<file path="config.mk">
export PLATFORM = sky130hd
export DESIGN_NAME = lab7_alu_display
export DESIGN_NICKNAME = d
export VERILOG_FILES = /design/src/rtl/lab7_pkg.sv /design/src/rtl/lab7_alu_display_glyph.sv /design/src/rtl/lab7_alu_display.sv
export SDC_FILE = /design/constraint.sdc
export NUM_CORES = 1
export LEC_CHECK = 0
export ABC_AREA = 1
export ABC_CLOCK_PERIOD_IN_PS = 4600
export CAP_MARGIN = 20
export CORE_ASPECT_RATIO = 1.5
export CORE_MARGIN = 2
export CORE_UTILIZATION = 59
export DETAILED_ROUTE_END_ITERATION = 6
export GPL_TIMING_DRIVEN = 0
export PLACE_DENSITY_LB_ADDON = 0.25
export SETUP_SLACK_MARGIN = 0.3
export SLEW_MARGIN = 40
export SYNTH_ARGS = -nofsm -noshare
export SYNTH_HDL_FRONTEND = slang
export SYNTH_SLANG_ARGS = --single-unit
</file>
<file path="constraint.sdc">
create_clock -name clk -period 4.6 [get_ports clk]
set_clock_uncertainty 0.1 [all_clocks]
set_input_delay 0.92 -clock clk [delete_from_list [all_inputs] [get_ports clk]]
set_output_delay 0.92 -clock clk [all_outputs]
set_load 0.005 [all_outputs]
</file>
<file path="src/rtl/lab7_pkg.sv">
// Shared types and glyph constants for the lab7 ALU display.
// Latency: n/a (constants and types only).
// Backpressure: n/a.
package lab7_pkg;

    typedef logic [7:0] seg_t;

    localparam int NUM_DIGITS = 4;

    // Active-low segment patterns, bit0 = a ... bit6 = g, bit7 = dp.
    localparam seg_t SEG_BLANK = 8'hFF;
    localparam seg_t SEG_MINUS = 8'hBF;

    localparam seg_t HEX_GLYPH [0:15] = '{
        8'hC0, 8'hF9, 8'hA4, 8'hB0, 8'h99, 8'h92, 8'h82, 8'hF8,
        8'h80, 8'h90, 8'h88, 8'h83, 8'hC6, 8'hA1, 8'h86, 8'h8E
    };

endpackage

</file>
<file path="src/rtl/lab7_alu_display_glyph.sv">
// Nibble to seven-segment glyph decoder with a blank override.
// Latency: combinational.
// Backpressure: none.
module sseg_glyph
    import lab7_pkg::*;
(
    input  logic [3:0] nib,
    input  logic       blank,
    output seg_t       seg
);

    // Blank wins over the nibble; dp is left off here and applied by the caller.
    always_comb begin
        seg = blank ? SEG_BLANK : HEX_GLYPH[nib];
    end

endmodule

</file>
<file path="src/rtl/lab7_alu_display.sv">
// 4-bit add/sub shown on a 4-digit multiplexed common-anode display (hex operands, decimal result).
// Latency: 2 clk from operand/mode sample to sseg/an (input register, output register).
// Backpressure: none; free-running scan. Optional LAB7_OVF_DP_EN lights digit1 dp on signed overflow.
module lab7_alu_display
    import lab7_pkg::*;
#(
    parameter int REFRESH_BITS = 17,
    parameter int DEMO_TICKS   = 50_000_000
) (
    input  logic       clk,
    input  logic       clr,
    input  logic       en,
    input  logic [3:0] A,
    input  logic [3:0] B,
    input  logic       Sub,
    input  logic       RC,
    input  logic       Demo,
    input  logic       JAO,
    output logic [7:0] sseg,
    output logic [3:0] an
);

    localparam int                TICK_W    = (DEMO_TICKS > 1) ? $clog2(DEMO_TICKS) : 1;
    localparam logic [TICK_W-1:0] TICK_LAST = TICK_W'(DEMO_TICKS - 1);

    // Registered copies of the switch inputs
    logic [3:0] a_q, b_q;
    logic       sub_q, rc_q, demo_q, jao_q;

    logic [REFRESH_BITS-1:0] refresh_cnt;
    logic [TICK_W-1:0]       tick_cnt;
    logic [7:0]              demo_val;

    logic [3:0] op_a, op_b, op_b_eff, sum, mag;
    logic [4:0] res5;
    logic       cout;
    logic [7:0] dec;
    logic [1:0] digit_idx;

    logic [3:0] dig_nib;
    logic       dig_blank, dig_minus, dig_dp;
    logic       ovf_dp;
    seg_t       glyph, seg_next;
    logic [3:0] an_next;

    // Binary to two decimal digits for 0..30; results are < 10 so 4-bit wrap arithmetic is exact.
    function automatic logic [7:0] to_dec(input logic [4:0] v);
        logic [3:0] tens, ones;
        if (v >= 5'd30) begin
            tens = 4'd3; ones = v[3:0] - 4'd14;
        end else if (v >= 5'd20) begin
            tens = 4'd2; ones = v[3:0] - 4'd4;
        end else if (v >= 5'd10) begin
            tens = 4'd1; ones = v[3:0] - 4'd10;
        end else begin
            tens = 4'd0; ones = v[3:0];
        end
        return {tens, ones};
    endfunction

    // Input register stage
    always_ff @(posedge clk) begin
        if (clr) begin
            a_q    <= '0;
            b_q    <= '0;
            sub_q  <= 1'b0;
            rc_q   <= 1'b0;
            demo_q <= 1'b0;
            jao_q  <= 1'b0;
        end else begin
            a_q    <= A;
            b_q    <= B;
            sub_q  <= Sub;
            rc_q   <= RC;
            demo_q <= Demo;
            jao_q  <= JAO;
        end
    end

    // Free-running refresh counter driving the digit scan
    always_ff @(posedge clk) begin
        if (clr) refresh_cnt <= '0;
        else     refresh_cnt <= refresh_cnt + 1'b1;
    end

    // Demo tick prescaler and operand-pair sweep; runs whether or not Demo is selected
    always_ff @(posedge clk) begin
        if (clr) begin
            tick_cnt <= '0;
            demo_val <= '0;
        end else if (en) begin
            if (tick_cnt == TICK_LAST) begin
                tick_cnt <= '0;
                demo_val <= demo_val + 8'd1;
            end else begin
                tick_cnt <= tick_cnt + 1'b1;
            end
        end
    end

    assign op_a     = demo_q ? demo_val[7:4] : a_q;
    assign op_b     = demo_q ? demo_val[3:0] : b_q;
    assign op_b_eff = sub_q ? ~op_b : op_b;
    assign res5     = {1'b0, op_a} + {1'b0, op_b_eff} + {4'd0, sub_q};
    assign sum      = res5[3:0];
    assign cout     = res5[4];
    assign mag      = sum[3] ? (~sum + 4'd1) : sum;
    assign dec      = to_dec(sub_q ? {1'b0, sum} : res5);

`ifdef LAB7_OVF_DP_EN
    assign ovf_dp = (op_a[3] == op_b_eff[3]) && (sum[3] != op_a[3]);
`else
    assign ovf_dp = 1'b0;
`endif

    assign digit_idx = refresh_cnt[REFRESH_BITS-1 -: 2];

    // Choose what the currently scanned digit shows
    always_comb begin
        dig_nib   = 4'd0;
        dig_blank = 1'b1;
        dig_minus = 1'b0;
        dig_dp    = 1'b0;
        case (digit_idx)
            2'd3: begin
                dig_nib   = op_a;
                dig_blank = jao_q;
            end
            2'd2: begin
                dig_nib   = op_b;
                dig_blank = jao_q;
            end
            2'd1: begin
                if (rc_q) begin
                    dig_nib   = dec[7:4];
                    dig_blank = 1'b0;
                end else begin
                    dig_minus = sum[3];
                    dig_dp    = ovf_dp;
                end
            end
            default: begin
                dig_blank = 1'b0;
                if (rc_q) begin
                    dig_nib = dec[3:0];
                    dig_dp  = sub_q & ~cout;
                end else begin
                    dig_nib = mag;
                end
            end
        endcase
    end

    sseg_glyph u_glyph (
        .nib   (dig_nib),
        .blank (dig_blank),
        .seg   (glyph)
    );

    // Apply the minus sign and decimal point on top of the decoded glyph
    always_comb begin
        seg_next    = dig_minus ? SEG_MINUS : glyph;
        seg_next[7] = ~dig_dp;
        an_next     = ~(4'b0001 << digit_idx);
    end

    // Output register: segments and anode enable move together
    always_ff @(posedge clk) begin
        if (clr) begin
            sseg <= SEG_BLANK;
            an   <= 4'b1111;
        end else begin
            sseg <= seg_next;
            an   <= an_next;
        end
    end

endmodule

</file>
# Word level (Yosys, flattened, before mapping)
# Memory sizes are Yosys's and may differ from the RTL's.
# Cells that the tools add are included.
# Widths: inputs -> output; s select.
dict set report totals {
  register_bits 75
  mem_bits_ro 128
  input_bits 15
  output_inout_bits 12
  word_cells 67
  mem_count 1
}
dict set report classes {
  addsub 9
  order_cmp 4
  eq_ne 4
  n_shift 1
  mux 25
  bitwise 7
  reduce_logical 4
}
# memory words width rd rd_ports_with_merged_regs write_ports line
set mem_list {}
lappend mem_list {{(no name shown)} 16 8 1 0 0 lab7_alu_display_glyph.sv:14} ;# seg = blank ? SEG_BLANK : HEX_GLYPH[nib];
# op n
set ops {}
lappend ops {{$mux 4} 9}
lappend ops {{$mux 7} 4}
lappend ops {{$add 26x1->26 const B} 1}
lappend ops {{$eq 26x26->1 const B} 1}
lappend ops {{$mux 26} 1}
lappend ops {{$add 17x1->17 const B} 1}
lappend ops {{$ge 5x5->1 const B} 3}
lappend ops {{$not 4->4} 3}
lappend ops {{$pmux 4 s3} 1}
lappend ops {{$add 8x1->8 const B} 1}
lappend ops {{$sub 4x4->4 const B} 2}
lappend ops {{$mux 1} 6}
lappend ops {{$reduce_or 3->1} 2}
lappend ops {{$add 4x4->5} 1}
lappend ops {{$add 5x1->5} 1}
lappend ops {{$ge 5x4->1 const B} 1}
lappend ops {{$mux 5} 1}
lappend ops {{$not 4->5} 1}
lappend ops {{$add 4x1->4 const B} 1}
lappend ops {{$eq 2x2->1 const B} 2}
lappend ops {{$mux 2} 2}
lappend ops {{$shl 1x2->4 const A} 1}
lappend ops {{$sub 4x3->4 const B} 1}
lappend ops {{$eq 2x1->1 const B} 1}
lappend ops {{5 further kinds} 6}

# Depth between registers and ports, before layout
# Gate-level depths: netlist of run 1.
dict set report depth {
  word_depth 18
  mapped_depth 30
  mapped_depth_nobuf 28
}

# By module
# From an unflattened synthesis of run 1, not the netlist that was laid out.
dict set report unflattened {
  hier_cells 611
  area_unflattened_um2 4207.8
}
# module instances cells_each area_per_inst_um2 seq_area_each_um2
set by_module_without_submodules {}
lappend by_module_without_submodules {lab7_alu_display 1 558 3903.7 1501.4}
lappend by_module_without_submodules {sseg_glyph 1 53 304.0 0.0}

# Worst setup path after synthesis of run 1
# OpenSTA, ideal clock, no wires.
dict set report synth_timing {
  path_kind {flip-flop to flip-flop}
  start {register demo_q}
  end {register sseg[3]}
  setup_time_ps 128
  t_arrival_ps 3323
  required_ps 4372
  path_slack_ps 1049
  stages_incl_launch_ff 23
  n_path_buf 1
  synth_period_minus_slack_ps 3551
  cell_sequence {dfxtp_1 buf_6 mux2i_1 xor2_1 inv_1 fa_1 xor2_1 inv_1 ha_1 nand2_1 nand2_1 inv_1 nand2_2 nand2_2 nand2_1 nand2_1 nand2_1 a21oi_2 inv_1 ha_1 nor2_1 o21ai_0 nand3_1}
}
dict set report synth_between {
  elab_chain_len 16
  elab_cells_between_ends 32
  classes_between {6 x add/sub; 3 x order compare; 18 x mux; 3 x bitwise; 1 x reduce/logical; 1 x memory}
}
# item line
set synth_rtl {}
lappend synth_rtl {{start: declaration} lab7_alu_display.sv:28} ;# logic sub_q, rc_q, demo_q, jao_q;
lappend synth_rtl {{start signal: assignment} lab7_alu_display.sv:75} ;# demo_q <= Demo;
lappend synth_rtl {{$mux 4} lab7_alu_display.sv:102} ;# assign op_b = demo_q ? demo_val[3:0] : b_q;
lappend synth_rtl {{$not 4->4} lab7_alu_display.sv:103} ;# assign op_b_eff = sub_q ? ~op_b : op_b;
lappend synth_rtl {{$mux 4} lab7_alu_display.sv:103}
lappend synth_rtl {{$add 4x4->5} lab7_alu_display.sv:104} ;# assign res5 = {1'b0, op_a} + {1'b0, op_b_eff} + {4'd0, sub_q};
lappend synth_rtl {{$add 5x1->5} lab7_alu_display.sv:104}
lappend synth_rtl {{$mux 5} lab7_alu_display.sv:108} ;# assign dec = to_dec(sub_q ? {1'b0, sum} : res5);
lappend synth_rtl {{$sub 4x4->4 or $ge 5x4->1 (tied branches)} {lab7_alu_display.sv:54, lab7_alu_display.sv:53}}
lappend synth_rtl {{$mux 4 or $mux 1 (tied branches)} lab7_alu_display.sv:53} ;# end else if (v >= 5'd10) begin
lappend synth_rtl {{$mux 4 or $mux 2 (tied branches)} lab7_alu_display.sv:51} ;# end else if (v >= 5'd20) begin
lappend synth_rtl {{$mux 4 or $mux 2 (tied branches)} lab7_alu_display.sv:49} ;# if (v >= 5'd30) begin
lappend synth_rtl {{$mux 4, on equally long branches} {lab7_alu_display.sv:144, lab7_alu_display.sv:134}}
lappend synth_rtl {{$pmux 4 s3} lab7_alu_display.sv:124} ;# case (digit_idx)
lappend synth_rtl {{$not 4->5 (implied by the code)} lab7_alu_display_glyph.sv:14}
lappend synth_rtl {{$mem_v2 16x8} -}
lappend synth_rtl {{$mux 7 (implied by the code) (2 in a row)} lab7_alu_display_glyph.sv:14}
lappend synth_rtl {{end signal: assignment} lab7_alu_display.sv:173} ;# sseg <= seg_next;
lappend synth_rtl {{end: declaration} lab7_alu_display.sv:19} ;# output logic [7:0] sseg,
# Parallel ways exist; a longest one is shown, timed or not. The select of a mux whose other input is x is not followed.
# A chain may end at the register's enable or synchronous reset.

# Worst setup path after layout of run 1
# Same ends and word-level chain as after synthesis.

==> results of run 1 <==
-- power by group --
| part | internal [W] | leakage (nW) | switching, W |
|---|---|---|---|
| Sequential | 0.000677 | 0.612 | 0.00000979 |
| Clock | 0.000240 | 0.0956 | 0.000236 |
| Combinational | 0.000158 | 1.22 | 0.000239 |
| Total | 0.00108 | 1.93 | 0.000485 |
-- sequential cells by signal (all words and copies together), names as in the netlist --
signal and count:
a_q 4, an 4, b_q 4, demo_q 1
demo_val 8, jao_q 1, rc_q 1, refresh_cnt 17
sseg 8, sub_q 1, tick_cnt 26
-- worst max-delay path by stage --
| stage | cells past startpoint | endpoint | slack [ps] | start |
|---|---|---|---|---|
| 3_3_place_gp | 22 | sseg[3] | 560 | demo_q |
| 4_1_cts | 23 | sseg[3] | 410 | demo_q |
| 6_report | 21 | sseg[3] | 560 | demo_q |
| 2_1_floorplan | 22 | sseg[3] | 1050 | demo_q |
| 3_5_place_dp | 23 | sseg[3] | 440 | demo_q |
| 5_1_grt | 27 | sseg[6] | 280 | demo_q |
-- logic make-up (layout without fill, tap and decap cells) --
group | after synthesis | after routing | synth area share [%]
buf+inv | 102 | 144 | 9.81
simple gates | 264 | 264 | 32.3
compound gates | 95 | 95 | 13.9
mux | 1 | 1 | 0.243
flops | 75 | 75 | 36.4
fa+ha+maj | 20 | 20 | 6.26
xor+xnor | 5 | 5 | 1.06
-- per-layer routing --
layer | global-route usage (%) | up-vias | share of wire (%)
met4 | 12.3 | 0 | 3.6
met3 | 6.07 | 32 | 3.6
met2 | 47.8 | 88 | 56
met1 | 23.3 | 1628 | 37
met5 | 0 | - | 0
li1 | - | 1905 | -
-- cell usage in the layout (no fill, tap or decap), types with 2 or more instances in the layout --
master             n
nand2_4            9
nor4_1             5
nand3_1           24
dfxtp_1           75
o21ai_1            3
clkbuf_1           7
nor2_1            55
nand2_1          103
o211ai_1           2
xor2_1             4
clkdlybuf4s50_1   25
o21ai_0           34
o21a_1             6
nand3_2            3
a21oi_4            2
and3_1             2
a21oi_1           34
o221a_2            4
inv_1             86
inv_2              4
a31oi_1            3
ha_1              19
buf_6              2
nand4_1           12
a31oi_2            2
nand2_2           10
nor3_1            23
clkbuf_8          12
inv_4              2
nor3b_1            4
nor2_4             6
nor2_2             3
-- cell type report --
type | instances | area [sq um]
clock inverters | 3 | 21.3
multi-input cells | 385 | 2230
flip-flops and latches | 75 | 1500
fillers | 602 | 2120
plain buffers | 9 | 50.0
inverters | 93 | 354
repair buffers | 26 | 258
well taps | 78 | 97.6
clock buffers | 13 | 169
-- repair_timing --
| action | 4_1_cts | 5_1_grt |
|---|---|---|
| gates resized for setup | 0 | 2 |
| endpoints found under the setup margin | 0 | 7 |
| buffers inserted | 0 | 1 |
-- stage by stage --
step	util, %	worst slack [ps]
floorplan	-	1050
global placement	65.7	557
detailed placement	65.7	437
CTS	68.5	409
global route	68.8	277
finish	68.8	563
-- worst reg2reg max path: stages, from the launching register on --
cell and delay (ps):
dfxtp_1 340, buf_6 140, inv_4 40, buf_6 130, o21ai_0 370, xor2_1 260
ha_1 310, a21oi_1 370, nand3_1 190, nand2_4 150, ha_1 180, nand2_1 70
nand2_2 80, nand2_2 70, nand2_1 100, nand2_1 90, a21oi_4 230, inv_1 100
ha_1 320, nor2_1 50, o21ai_0 150, nand3_1 80
-- cells in the mapped netlist (3+ instances only) --
master / count
xor2_1: 5
a21oi_1: 34
a31oi_1: 3
nor2_1: 55
nand3_1: 24
o221a_2: 4
nor3b_1: 4
inv_2: 4
o21ai_1: 3
nand2_1: 103
nand2_4: 9
nor2_4: 6
o21ai_0: 34
nand3_2: 3
nand2_2: 10
o21a_1: 6
nor3_1: 23
dfxtp_1: 75
clkbuf_1: 6
ha_1: 19
nor2_2: 3
inv_1: 86
nor4_1: 5
nand4_1: 12
==> flow_metrics.tcl, run 1 <==
set metrics [dict create \
    async_flop_share_pct 0 \
    antenna_cells 0 \
    drive_above_1_share_pct 11.8 \
    dr.pass1.iters 4 \
    min_from "tick_cnt[22]" \
    worstSetupPathType "reg2reg" \
    hold_buffers 0 \
    die_h_um 106 \
    post_dp_cell_area_sq_um 4470 \
    wl_um 8880 \
    synthCells 562 \
    min_period_ps 4040 \
    max_slew_margin_pct 61.0 \
    final_hold_viol_count 0 \
    synthTopCellsByArea "dfxtp_1, nand2_1, inv_1" \
    netlist.area_leader.share_pct 36.4 \
    synth-seq-cells 75 \
    slew_violations 0 \
    io_pins 27 \
    viasPerCell 5.36 \
    cp_slowest_cell "o21ai_0" \
    leakage_nw 1.93 \
    coreArea_sq_um 6810 \
    port_buffers 25 \
    cp-end-kind "flip-flop" \
    r2r-end "sseg[3]" \
    max_freq_mhz 248 \
    r2r-start "demo_q" \
    max-vdd-ir-drop_v 0.000300 \
    cts_tree "yes" \
    yosysUniqueCellTypes 44 \
    fin_area_sq_um 4680 \
    power.total_w 0.00156 \
    fin_hold_ws_ps 360 \
    grt.overflow.total 0 \
    worstRegToRegCells 21 \
    syn_to_final_growth_pct 13.6 \
    min_path_cells 2 \
    stdcell_count 682 \
    clock_latency_ps 350 \
    cts_buffer_depth 2 \
    antenna_left 0 \
    dp_hpwl_um 6880 \
    first_iter_violations 137 \
    clock_sinks 75 \
    drv_cap 0 \
    yosysWarnings 0 \
    clk_pin_slew_ps 80 \
    num_vias 3653 \
    grt_pass1_vias 3646 \
    crit_family "compound AO/OA/AOI/OAI gates" \
    rows 37 \
    p_per_area_nw_per_um2 333 \
    status "finished, final reports clean" \
    drc 0 \
    synth_edf_count 0 \
    worst_hold_path_type "reg2reg" \
    period_share_pct 87.8 \
    cts_root_buffer "clkbuf_8" \
    fin_setup_tns_ps 0 \
    cp_max_fo 10 \
    finalSetupViolations 0 \
    antenna_found_initial 0 \
    critPathLaunchType "flip-flop" \
    worst_slew_pin_slew_ps 585 \
    dpl.cell_count 665 \
    avgSynthCellArea_sq_um 7.33 \
    final_nets 634 \
    gp_congestion 0.882 \
    synth_nets 597 \
    crit_path_cell_trace "buf_6 -> inv_4 -> buf_6 -> o21ai_0 -> xor2_1 -> ha_1 -> a21oi_1 -> nand3_1 -> nand2_4 -> ha_1 -> nand2_1 -> nand2_2 -> nand2_2 -> nand2_1 -> nand2_1 -> a21oi_4 -> inv_1 -> ha_1 -> nor2_1 -> o21ai_0 -> nand3_1" \
    htreeDepth 3 \
    synth_ff_type "dfxtp_1" \
    routedWlPerCell_um 13.0 \
    grt_pass1_wl_um 15000 \
    numCtsBuffers 9 \
    seq_area_frac_synth_pct 36.4 \
    netlist_area_sq_um 4120 \
    die-width_um 72.2 \
    worstHoldEndpoint "tick_cnt[22]" \
    cp_slowest_stage_delay_ps 370 \
    dieArea_sq_um 7680 \
    initial_core_util_pct 60.5 \
    rsz0062_at_grt "no" \
    synth_top_area_cell "dfxtp_1" \
    worstPathBufferInverterCount 4 \
    critPathRequiredTime_ps 4730 \
    r2r_slack_ps 560 \
    grt_start_max_net_pins 13 \
    crit_arrival_ps 4170 \
    grt_use_total_pct 24.8 \
]
Note: power is estimated with default switching activity, not from simulation.
==> run 2: changes to the inputs <==
Settings changed: CORE_UTILIZATION 59 to 61, DONT_BUFFER_PORTS set to 1, PLACE_DENSITY_LB_ADDON 0.25 to 0.2.
==> flow_metrics.tcl, run 2 (synthesis gave the netlist of run 1 again) <==
set metrics [dict create \
    status "finished, final reports clean" \
    rows 36 \
    fillers 559 \
    grt_start_max_net_pins 13 \
    gp_congestion 0.893 \
    final_hold_viol_count 0 \
    syn_to_final_growth_pct 7.41 \
    initial_core_util_pct 63.1 \
    clock_sinks 75 \
    wl_um 8750 \
    post-cts-setup-buffers 0 \
    viasPerCell 5.51 \
    max_slew_margin_pct 57.8 \
    drc 0 \
    cp_slowest_stage_delay_ps 500 \
    p_per_area_nw_per_um2 338 \
    max-vdd-ir-drop_v 0.000216 \
    first_iter_violations 210 \
    worstPathBufferInverterCount 6 \
    antenna_cells 0 \
    post-route-util_pct 67.8 \
    min_path_cells 1 \
    hold_buffers 0 \
    leakage_nw 1.82 \
    min_period_ps 3960 \
    reg_top3 "tick_cnt (26), refresh_cnt (17)" \
    clk_pin_slew_ps 70 \
    io_pins 27 \
    worst_slew_pin_slew_ps 633 \
    multi_input_area_sq_um 2240 \
    antenna_left 0 \
    drv_cap 0 \
    worst_hold_path_type "reg2reg" \
    layout_commonest_cell "nand2_1" \
    fin_setup_tns_ps 0 \
    cp_slowest_cell "fa_1" \
    largest_reg_flops 26 \
    dp_hpwl_um 6720 \
    critPathLaunchType "flip-flop" \
    antenna_found_initial 0 \
    dr.pass1.iters 6 \
    seq_area_sq_um 1500 \
    grt_pass1_vias 3599 \
    port_buffers 0 \
    critPathRequiredTime_ps 4720 \
    finalSetupViolations 0 \
    final_cell_mix "nand2_1, inv_1, dfxtp_1, nor2_1, o21ai_0" \
    cts_root_buffer "clkbuf_8" \
    cp_max_fo 9 \
    regMostFlops "tick_cnt" \
    cp-end-kind "flip-flop" \
    drive_above_1_share_pct 12.3 \
    num_vias 3604 \
    max_freq_mhz 253 \
    die_h_um 105 \
    worstSetupPathType "reg2reg" \
    crit_top_cell "nand2_1" \
    worstRegToRegCells 25 \
    final_nets 608 \
    grt_pass1_wl_um 15200 \
    crit_arrival_ps 4080 \
    cts_tree "yes" \
    clock_latency_ps 350 \
    cts_buffer_depth 2 \
    grt_use_total_pct 25.1 \
    numCtsBuffers 9 \
    worst-path-stages 25 \
    htreeDepth 3 \
    post_cts_resized 0 \
    grt.overflow.total 0 \
    power.total_w 0.00150 \
    coreArea_sq_um 6530 \
    dieArea_sq_um 7440 \
    die-width_um 71.1 \
    slew_violations 0 \
    crit_family "adder cells" \
    rsz0062_at_grt "no" \
    period_share_pct 86.0 \
    routedWlPerCell_um 13.4 \
]
==> run 2: changes by cell type in the layout (fill, tap and decap cells not counted), sizes merged <==
cell	delta
clkinvlp	+1
clkbuf	-1
buf	-1
clkdlybuf4s50	-25
==> run 2: path summary, 6_finish.rpt <==
path             startpoint             end  slack, ps
min          refresh_cnt[0]  refresh_cnt[0]        350
max reg2reg          demo_q         sseg[6]        640
min reg2reg  refresh_cnt[0]  refresh_cnt[0]        350
max                  demo_q         sseg[6]        640
==> run 2: through the flow <==
step                cells  area [sq um]  setup slack (ps)  hold WS [ps]
finish                654          4430               644           353
global route          654          4430               298           377
detailed placement    638          4220               513           342
global placement      638          4220               554           333
floorplan             562          4120              1050           318
CTS                   654          4400               452           355
==> run 2: where the power goes <==
group	switching, W	internal (W)	total [W]
Combinational	0.000223	0.000118	0.000341
Clock	0.000241	0.000224	0.000465
Sequential	0.0000140	0.000677	0.000691
Total	0.000479	0.00102	0.00150
==> run 2: final cells by class <==
type | count | share of cell area [%]
plain buffers | 9 | 1.13
inverters | 93 | 8.00
multi-input cells | 385 | 50.7
well taps | 76 | 2.15
clock inverters | 4 | 0.565
clock buffers | 12 | 3.51
flip-flops and latches | 75 | 33.9
==> run 2: metal layers <==
metal  wire length [um]  global-route usage [%]
met1               3400                    25.0
met2               4920                    47.7
met3                216                    5.79
met4                212                    11.5
met5                  0                       0
==> run 3: changes to the inputs <==
Settings changed: CORE_MARGIN 2 to not set, SLEW_MARGIN 40 to not set.
==> flow_metrics.tcl, run 3 (synthesis gave the netlist of run 1 again) <==
set metrics [dict create \
    cp_slowest_cell "fa_1" \
    rsz0062_at_grt "no" \
    leakage_nw 1.80 \
    antenna_found_initial 0 \
    cp_max_fo 9 \
    min_path_cells 2 \
    crit_start "demo_q" \
    crit_top_cell "nand2_1" \
    hold_buffers 0 \
    post-route-util_pct 67.1 \
    cts_tree "yes" \
    cts_buffer_depth 2 \
    routedWlPerCell_um 13.2 \
    viasPerCell 5.51 \
    layout_setup_ws_ps 594 \
    dr.pass1.iters 4 \
    slew_violations 0 \
    drc 0 \
    post_dp_cell_area_sq_um 4220 \
    drive_above_1_share_pct 11.8 \
    drv_cap 0 \
    die-width_um 69.1 \
    num_vias 3602 \
    cts_root_buffer "clkbuf_8" \
    dieArea_sq_um 7090 \
    first_iter_violations 137 \
    min_period_ps 4010 \
    grt_pass1_vias 3553 \
    grt.overflow.total 0 \
    worst_hold_path_type "reg2reg" \
    antenna_left 0 \
    antenna_cells 0 \
    cp-end-kind "flip-flop" \
    clock_sinks 75 \
    clock_latency_ps 350 \
    r2r-start "demo_q" \
    max-vdd-ir-drop_v 0.000205 \
    layout_commonest_cell "nand2_1" \
    met1_usage_pct 23.9 \
    p_per_area_nw_per_um2 332 \
    stdcell_count 654 \
    crit_arrival_ps 4130 \
    final_nets 608 \
    worstRegToRegCells 22 \
    gp_congestion 0.880 \
    fin_setup_tns_ps 0 \
    numCtsBuffers 9 \
    min_from "tick_cnt[22]" \
    grt_start_max_net_pins 12 \
    regMostFlops "tick_cnt" \
    crit_path_cell_trace "buf_6 -> mux2i_2 -> xor2_1 -> inv_1 -> fa_1 -> xor2_2 -> inv_1 -> ha_1 -> nand2_1 -> nand2_1 -> inv_1 -> nand2_2 -> nand2_2 -> nand2_1 -> nand2_1 -> nand2_1 -> a21oi_2 -> inv_1 -> ha_1 -> nor2_1 -> o21ai_0 -> nand3_1" \
    coreArea_sq_um 6530 \
    clk_pin_slew_ps 70 \
    post_cts_resized 0 \
    worst_slew_pin_slew_ps 585 \
    period_share_pct 87.1 \
    busiest_layer "met2" \
    syn_to_final_growth_pct 6.44 \
    critPathLaunchType "flip-flop" \
    gr-usage-met3_pct 5.47 \
    worstHoldEndpoint "tick_cnt[22]" \
    r2r_slack_ps 590 \
    critPathRequiredTime_ps 4730 \
    dp_hpwl_um 6760 \
    rows 36 \
    status "finished, final reports clean" \
    io_pins 27 \
    gr-usage-met2_pct 51.2 \
    final_hold_viol_count 0 \
    reg_top3 "tick_cnt (26), refresh_cnt (17)" \
    largest_reg_flops 26 \
    grt_use_total_pct 25.9 \
    htreeDepth 3 \
    cp_slowest_stage_delay_ps 460 \
    wl_um 8610 \
    r2r-end "sseg[3]" \
    max_freq_mhz 250 \
    final_cell_mix "nand2_1, inv_1, dfxtp_1, nor2_1" \
    die_h_um 103 \
    dpl.cell_count 638 \
    grt_pass1_wl_um 14600 \
    finalSetupViolations 0 \
    max_slew_margin_pct 60.6 \
    worstSetupPathType "reg2reg" \
    fin_area_sq_um 4390 \
    dp_slack_ps 450 \
    port_buffers 0 \
    initial_core_util_pct 63.1 \
    post-cts-setup-buffers 0 \
]
-- run 3: cell types whose count changed in the layout (fill, tap and decap cells not counted) --
cell,previous run,this run
clkbuf_1,7,11
clkbuf_8,11,9
a21oi_2,2,3
a21oi_4,2,1
clkinv_2,2,1
clkinvlp_4,2,1
mux2i_1,1,0
mux2i_2,0,1
o21ai_0,34,33
o21ai_1,3,4
xor2_2,0,1
xor2_4,1,0
-- run 3: worst max-delay path: cells and delay by family, from the launching register on --
family,cells,cell delay [ps]
AOI/OAI and AO/OA,2,420
xor gates and xnor gates,2,520
adders and majority gates,3,1000
buffers and inverters,5,590
DFF,1,330
muxes,1,290
and+or+nand+nor,9,630
-- run 3: metrics by stage --
| stage | hold slack [ps] | total power [W] |
|---|---|---|
| finish | 366 | 0.00146 |
| floorplan | 318 | 0.000971 |
| detailed placement | 355 | 0.00104 |
| global placement | 330 | 0.00103 |
| CTS | 369 | 0.00146 |
| global route | 384 | 0.00154 |
-- run 3: how the worst max path moves through the flow --
| stage | end | slack, ps | cells after the start |
|---|---|---|---|
| final | sseg[3] | 590 | 22 |
| after global routing | sseg[3] | 300 | 22 |
| after CTS | sseg[3] | 410 | 22 |
| after detailed placement | sseg[3] | 450 | 22 |
| after global placement | sseg[3] | 500 | 22 |
| after floorplan | sseg[3] | 1050 | 22 |
-- run 3: final cells by class --
| class | count | area (sq um) |
|---|---|---|
| multi-input cells | 385 | 2230 |
| fillers | 571 | 2150 |
| flip-flops and latches | 75 | 1500 |
| inverters | 93 | 354 |
| clock buffers | 14 | 143 |
| well taps | 76 | 95.1 |
| plain buffers | 9 | 50.0 |
| clock inverters | 2 | 12.5 |
-- run 3: power breakdown --
part | switching [W] | internal [W] | total, W
clock | 0.000230 | 0.000196 | 0.000426
sequential | 0.0000138 | 0.000677 | 0.000691
combinational | 0.000221 | 0.000116 | 0.000338
total | 0.000465 | 0.000990 | 0.00146
-- run 3: layer usage --
| metal | vias up | wire length, um |
|---|---|---|
| met4 | 0 | 344 |
| li1 | 1846 | - |
| met2 | 57 | 4730 |
| met5 | - | 0 |
| met1 | 1670 | 3310 |
| met3 | 29 | 223 |
